$ cat config.mk
export PLATFORM = sky130hd
export DESIGN_NAME = fetch_stage
export DESIGN_NICKNAME = d
export VERILOG_FILES = /design/src/rtl/fetch_stage.sv
export SDC_FILE = /design/constraint.sdc
export NUM_CORES = 1
export LEC_CHECK = 0
export BUFFER_PORTS_ARGS = -buffer_cell sky130_fd_sc_hd__buf_2
export CELL_PAD_IN_SITES_DETAIL_PLACEMENT = 1
export CELL_PAD_IN_SITES_GLOBAL_PLACEMENT = 2
export CORE_MARGIN = 1.5
export CORE_UTILIZATION = 25
export DETAILED_ROUTE_END_ITERATION = 10
export GPL_ROUTABILITY_DRIVEN = 0
export PLACE_DENSITY_LB_ADDON = 0.05
export SKIP_CTS_REPAIR_TIMING = 1
export SYNTH_ARGS = -nofsm -noshare
export SYNTH_HDL_FRONTEND = slang
export SYNTH_SLANG_ARGS = --single-unit
export TNS_END_PERCENT = 30
$ cat constraint.sdc
create_clock -name clk_i -period 2.8 [get_ports clk_i]
set_clock_uncertainty 0.2 [all_clocks]
set_input_delay 0.7 -clock clk_i [delete_from_list [all_inputs] [get_ports clk_i]]
set_output_delay 0.7 -clock clk_i [all_outputs]
set_load 0.01 [all_outputs]
$ cat src/rtl/fetch_stage.sv
// Instruction fetch stage with IF/ID pipeline register.
// Handles the imem req/ack handshake, a one-entry stall skid buffer, and branch redirects.
module fetch_stage #(
    parameter logic [31:0] RESET_PC  = 32'h0000_0000,
    parameter logic [31:0] NOP_INSTR = 32'h0000_0013
) (
    input  logic        clk_i,
    input  logic        rst_i,
    input  logic        start_i,
    input  logic        stall_i,
    input  logic        flush_i,
    input  logic [31:0] branch_target_i,
    output logic        imem_req_o,
    output logic [31:0] imem_addr_o,
    input  logic        imem_ack_i,
    input  logic [31:0] imem_data_i,
    output logic [31:0] pc_o,
    output logic [31:0] instr_o,
    output logic        valid_o
);

    typedef enum logic [1:0] {StIdle, StFetch, StHold, StDrain} state_e;

    state_e      state_q, state_d;
    logic [31:0] fetch_pc_q, fetch_pc_d;
    logic [31:0] req_addr_q, req_addr_d;
    logic [31:0] hold_buf_q, hold_buf_d;
    logic [31:0] pc_q, pc_d;
    logic [31:0] instr_q, instr_d;
    logic        valid_q, valid_d;

    logic [31:0] target;
    logic [31:0] addr_inc;

    assign target   = {branch_target_i[31:2], 2'b00};
    assign addr_inc = req_addr_q + 32'd4;

    always_comb begin
        state_d    = state_q;
        fetch_pc_d = fetch_pc_q;
        req_addr_d = req_addr_q;
        hold_buf_d = hold_buf_q;
        pc_d       = pc_q;
        instr_d    = instr_q;
        valid_d    = valid_q;

        unique case (state_q)
            StIdle: begin
                if (start_i) begin
                    state_d    = StFetch;
                    req_addr_d = fetch_pc_q;
                end
            end
            StFetch: begin
                if (flush_i) begin
                    instr_d    = NOP_INSTR;
                    valid_d    = 1'b0;
                    fetch_pc_d = target;
                    // Without an ack the old request must complete before redirecting.
                    if (imem_ack_i) begin
                        req_addr_d = target;
                    end else begin
                        state_d = StDrain;
                    end
                end else if (imem_ack_i) begin
                    if (!stall_i) begin
                        pc_d       = req_addr_q;
                        instr_d    = imem_data_i;
                        valid_d    = 1'b1;
                        req_addr_d = addr_inc;
                        fetch_pc_d = addr_inc;
                    end else begin
                        hold_buf_d = imem_data_i;
                        state_d    = StHold;
                    end
                end else if (!stall_i) begin
                    instr_d = NOP_INSTR;
                    valid_d = 1'b0;
                end
            end
            StHold: begin
                if (flush_i) begin
                    instr_d    = NOP_INSTR;
                    valid_d    = 1'b0;
                    hold_buf_d = '0;
                    fetch_pc_d = target;
                    req_addr_d = target;
                    state_d    = StFetch;
                end else if (!stall_i) begin
                    pc_d       = req_addr_q;
                    instr_d    = hold_buf_q;
                    valid_d    = 1'b1;
                    req_addr_d = addr_inc;
                    fetch_pc_d = addr_inc;
                    state_d    = StFetch;
                end
            end
            StDrain: begin
                if (flush_i) begin
                    fetch_pc_d = target;
                end
                if (imem_ack_i) begin
                    req_addr_d = fetch_pc_d;
                    state_d    = StFetch;
                end
                if (flush_i || !stall_i) begin
                    instr_d = NOP_INSTR;
                    valid_d = 1'b0;
                end
            end
            default: state_d = StIdle;
        endcase
    end

    always_ff @(posedge clk_i or negedge rst_i) begin
        if (!rst_i) begin
            state_q    <= StIdle;
            fetch_pc_q <= RESET_PC;
            req_addr_q <= RESET_PC;
            hold_buf_q <= '0;
            pc_q       <= '0;
            instr_q    <= NOP_INSTR;
            valid_q    <= 1'b0;
        end else begin
            state_q    <= state_d;
            fetch_pc_q <= fetch_pc_d;
            req_addr_q <= req_addr_d;
            hold_buf_q <= hold_buf_d;
            pc_q       <= pc_d;
            instr_q    <= instr_d;
            valid_q    <= valid_d;
        end
    end

    assign imem_req_o  = (state_q == StFetch) || (state_q == StDrain);
    assign imem_addr_o = req_addr_q;
    assign pc_o        = pc_q;
    assign instr_o     = instr_q;
    assign valid_o     = valid_q;

endmodule

### Word-level counts from Yosys, hierarchy flattened

Index checks and enable logic that the tools add are counted.
W data, S select, Z words.

* memory bits (writable): 0
* logic and storage cells: 86
* flip-flop bits (word level): 163
* output and inout port bits: 98
* input port bits: 70
* memories: 0
* bits in latches: 0
* bits in read-only memories: 0

* multiplexer cells: 48
* bitwise gates (word level): 0
* div/mod/pow operators: 0
* multiply operators: 0
* $add $sub $neg: 1
* shift-type cells: 0
* reduce and logical (&&, ||, !) cells: 13
* equality and inequality tests: 17
* order comparisons: 0

Operators with widths (number)
* $mux W32: 27
* $pmux W32 S3: 2
* $pmux W32 S2: 2
* $pmux W32 S4: 1
* $add A32 B3 Y32 const B: 1
* $mux W2: 8
* $ne A2 B2 Y1 const B: 8
* $ne A3 B3 Y1 const B: 5
* $pmux W2 S4: 1
* $reduce_and A4 Y1: 2
* $mux W1: 6
* $reduce_and A3 Y1: 2
* $reduce_and A6 Y1: 1
* $reduce_and A5 Y1: 1
* $eq A2 B2 Y1 const B: 2
* $ne A4 B4 Y1 const B: 1
* $pmux W1 S3: 1
* $reduce_bool A3 Y1: 1
* $eq A2 B1 Y1 const B: 1
* $logic_not A2 Y1: 1
* $logic_or A1 B1 Y1: 2
* $reduce_and A2 Y1: 1
* $reduce_bool A2 Y1: 1
* $logic_not A1 Y1: 1

### Depth between registers and ports, before layout

* depth in word-level cells: 5
* depth in mapped cells: 9
* mapped depth without buffers: 7

### Worst setup path before layout

Ideal clock, no wire load.

* path kind: register to output
* start point: register state_q[0]
* end point: output port imem_req_o
* data arrival time: 1611 ps
* cell stages (with the launch flop): 7
* slack: 289 ps
* path buffers: 3
* path through: dfrtp_1 -> ha_1 -> clkbuf_1 -> inv_1 -> clkbuf_1 -> clkbuf_1 -> nand2_1

* cells in the longest elaborated chain, start to end: 2
* elaborated cells between the ends (all ways): 3
* those cells by class: eq/ne (2); reduce/logical (1)

RTL lines
* start, declared: line 24 `state_e state_q, state_d;`
* start signal, assigned: line 117 `state_q <= StIdle;`
* start signal, assigned: line 125 `state_q <= state_d;`
* $eq A2 B1 Y1 or $eq A2 B2 Y1 (tied branches): line 135 `assign imem_req_o = (state_q == StFetch) || (state_q == StDrain);`
* $logic_or A1 B1 Y1 (*): line 135
* end, declared: line 13 `output logic imem_req_o,`

Mark *: on every way between the ends. The rest lies on a longest branch, timed or not.

### Worst setup path in the final report

* start point: register state_q[1]
* end point: output port imem_req_o

Same word-level chain as after synthesis.

==> flow_summary.toml <==
[logic_synthesis]
synth_edf_count = 0
syn-num-nets = 959
synth_flop_cell = "dfrtp_1"
syn_inst = 884
ys_warn_count = 0
syn-cell-area_um2 = 8552
ys_ff_latch = 163
synthArstFlopShare_pct = 100.0
ys_seq_area_share_pct = 47.74
synth_area_per_cell_um2 = 9.674
ys_types = 74

[worst_setup_path]
crit_type = "flop to output port"
slowest_delay_ns = 0.45
cp-end-kind = "output port"
path_max_fanout = 9
r2r_slack_ns = 0.20
cp_cell_sequence = "ha_4 -> buf_4 -> clkinvlp_4 -> nand2_1 -> buf_2"
r2r_start = "imem_addr_o[3]"
start_kind = "flop"
cp_slowest_cell = "dfrtp_1"
rr_worst_depth = 7
cp.required_ns = 1.90
worstPathArrival_ns = 1.76
r2r_end = "imem_addr_o[26]"

[die]
die_height_um = 188.0
die-area_um2 = 35330
row_count = 67
start_util_pct = 25.44
io_pins = 168
die_w_um = 188.0
core_area_um2 = 33620

[timing]
worstMarginPinSlew_ns = 0.7212
clock.fmax_ghz = 0.3759
hold_viol = 0
maxSlewViolCount = 0
fin_hold_ws_ns = 0.02746
setup_viol = 0
finalCritPeriodShare_pct = 95.02
period_minus_slack_ns = 2.661
rsz0062_at_grt = "false"
worst_slack_ns = 0.1394
slew_headroom_pct = 50.68

[cells_and_area]
finalNonFillerCells = 1531
fin_area_um2 = 11020
n_antenna_cell = 0
drive_gt1_share_pct = 30.84
nNetsFinal = 1145
area_growth_pct = 28.90
multi_input_area_um2 = 4125
regArea_um2 = 4084
final_core_util_pct = 32.79
n_fill_cell = 3906

[drt]
drc = 0
viasPerCell = 5.176
vias = 7925
drt_iter0_drc = 419
wl_um = 33740
ant_nets = 0
wl_per_cell_um = 22.04
drtPass1Iterations = 4

[power]
irDropWorstVdd_mv = 0.5213
p_per_area_nw_per_um2 = 1137
pwr-share-clk_pct = 19.6
power.share.sequential_pct = 34.0
p_sw_uw = 5260
comb_power_share_pct = 46.4
leakagePower_uw = 0.005000
swShare_pct = 41.98
p_int_uw = 7270

[place]
dpl_cell_area_um2 = 10400
dp_hpwl_um = 23210
numPortBuffers = 165
dp_worst_setup_slack_ns = 0.08343
place_inst = 1499

[global_routing]
grt_usage_pct = 19.41
grt_antenna_before_repair = 3
grt_max_degree = 46
grt_pass1_vias = 8244
grt_pass1_wl_um = 51840
overflow = 0

[clocking]
clockRootBuffer = "clkbuf_16"
clk_latency_ns = 0.44
htreeDepth = 4
clock_path_buffers = 2
cts_buffers = 17
cts_num_sinks = 163
cts_tree = "built"
clk_pin_slew_ns = 0.07

[flow_run]
maxCapViolCount = 0

[status]
status = "completed"

[worst_hold_path]
hp-class = "input port to asynchronous set/reset pin"
## worst max path at each step
stage,slack [ns],cells after the start,end,startpoint
global placement,0.15,7,imem_addr_o[26],imem_addr_o[3]
finish,0.14,5,imem_req_o,state_q[1]
floorplan,0.29,6,imem_req_o,state_q[0]
global route,0.0006,7,fetch_pc_q[26],imem_addr_o[3]
detailed placement,0.08,7,imem_addr_o[26],imem_addr_o[3]
CTS,-0.07,5,imem_req_o,state_q[0]
## Yosys cell counts, types with 4 or more instances
cell,number,area (um^2)
a211o_1,5,43.79
a211oi_1,6,45.04
a21o_1,4,30.03
a21oi_1,66,330.3
a221o_1,4,40.04
a221oi_1,12,105.1
a22o_1,36,315.3
a22oi_1,44,330.3
a31oi_1,12,75.07
a32o_1,6,60.06
a32oi_1,5,43.79
and3_1,8,50.05
buf_1,6,22.52
buf_2,13,65.06
clkbuf_1,55,206.5
dfrtp_1,160,4004
ha_1,5,62.56
inv_1,25,93.84
mux2_2,29,326.6
mux2i_1,9,90.09
nand2_1,78,292.8
nand2b_1,15,93.84
nand3_1,12,60.06
nand4_1,9,56.30
nor2_1,65,244.0
nor2b_1,8,50.05
nor3_1,10,50.05
nor4_1,10,62.56
o211ai_1,6,45.04
o21ai_0,49,245.2
o221ai_1,15,131.4
o22ai_1,6,37.54
o311ai_0,5,43.79
o31ai_1,9,67.56
or3_1,6,37.54
xnor2_1,6,52.55
xor2_1,10,87.58
## cell type report
type                            instances  share of cell area (%)
Clock buffer                           21                   4.268
Clock inverter                         11                   1.146
Inverter                               26                  0.9194
Multi-Input combinational cell        619                   37.42
Sequential cell                       163                   37.05
Tap cell                              448                   5.085
Timing Repair Buffer                  243                   14.11
## sequential cells by signal, summed over array words and instances, names as in the netlist
signal	cells
valid_o	1
state_q	2
pc_o	32
hold_buf_q	32
instr_o	32
imem_addr_o	32
fetch_pc_q	32
## critical path, delay by kind of cell (launching register included)
family / cells / cell delay (ns)
adders and majority gates: 1 / 0.20
DFF: 1 / 0.45
buffers and inverters: 3 / 0.56
and+or+nand+nor: 1 / 0.12
## layer usage
metal	GRT usage (%)	vias to the layer above	share of wire, %
met5	0	-	0.092
met4	4.246	6	1.0
met3	3.968	24	3.8
met2	29.60	155	45
met1	28.13	4055	50
li1	-	3685	-
## through the flow
stage | power, uW | TNS (ns)
after global routing | 13500 | 0
after global placement | 10120 | 0
after floorplan | 7428 | 0
final | 12530 | 0
after CTS | 12730 | -0.07459
after detailed placement | 10170 | 0
## power by group through the flow
stage | logic [uW] | registers (uW) | clock network (uW)
3_3_place_gp | 5850 | 4280 | 0
2_1_floorplan | 3000 | 4430 | 0
3_5_place_dp | 5890 | 4290 | 0
6_report | 5810 | 4260 | 2460
4_1_cts | 5910 | 4260 | 2560
5_1_grt | 6410 | 4430 | 2660
## cells in the final DEF (no fill, tap or decap), types with 6 or more instances in the layout
cell type / count
a31oi_1: 11
o221ai_1: 15
o211ai_1: 6
inv_1: 24
a22oi_1: 44
clkbuf_16: 17
buf_2: 164
nand2b_1: 15
buf_12: 11
a32o_1: 6
a21oi_1: 65
and3_1: 8
nor2b_1: 6
a221oi_1: 12
xor2_1: 10
a22o_1: 36
o22ai_1: 6
o31ai_1: 9
nor2_1: 65
nand3_1: 12
xnor2_1: 6
nand4_1: 9
nor4_1: 8
nor3_1: 10
o21ai_0: 49
mux2i_1: 9
nand2_1: 78
dfrtp_1: 159
buf_4: 67
mux2_2: 29
## logic make-up (layout without fill, tap and decap cells)
kind of cell / count (synthesis) / in the layout / synth area share (%)
compound gates: 317 / 317 / 26.03
xor+xnor: 16 / 16 / 1.639
fa+ha+maj: 5 / 5 / 0.7315
buf+inv: 102 / 301 / 4.769
flops: 163 / 163 / 47.74
mux: 38 / 38 / 4.872
simple gates: 243 / 243 / 14.22
(Power assumes the default switching activity.)
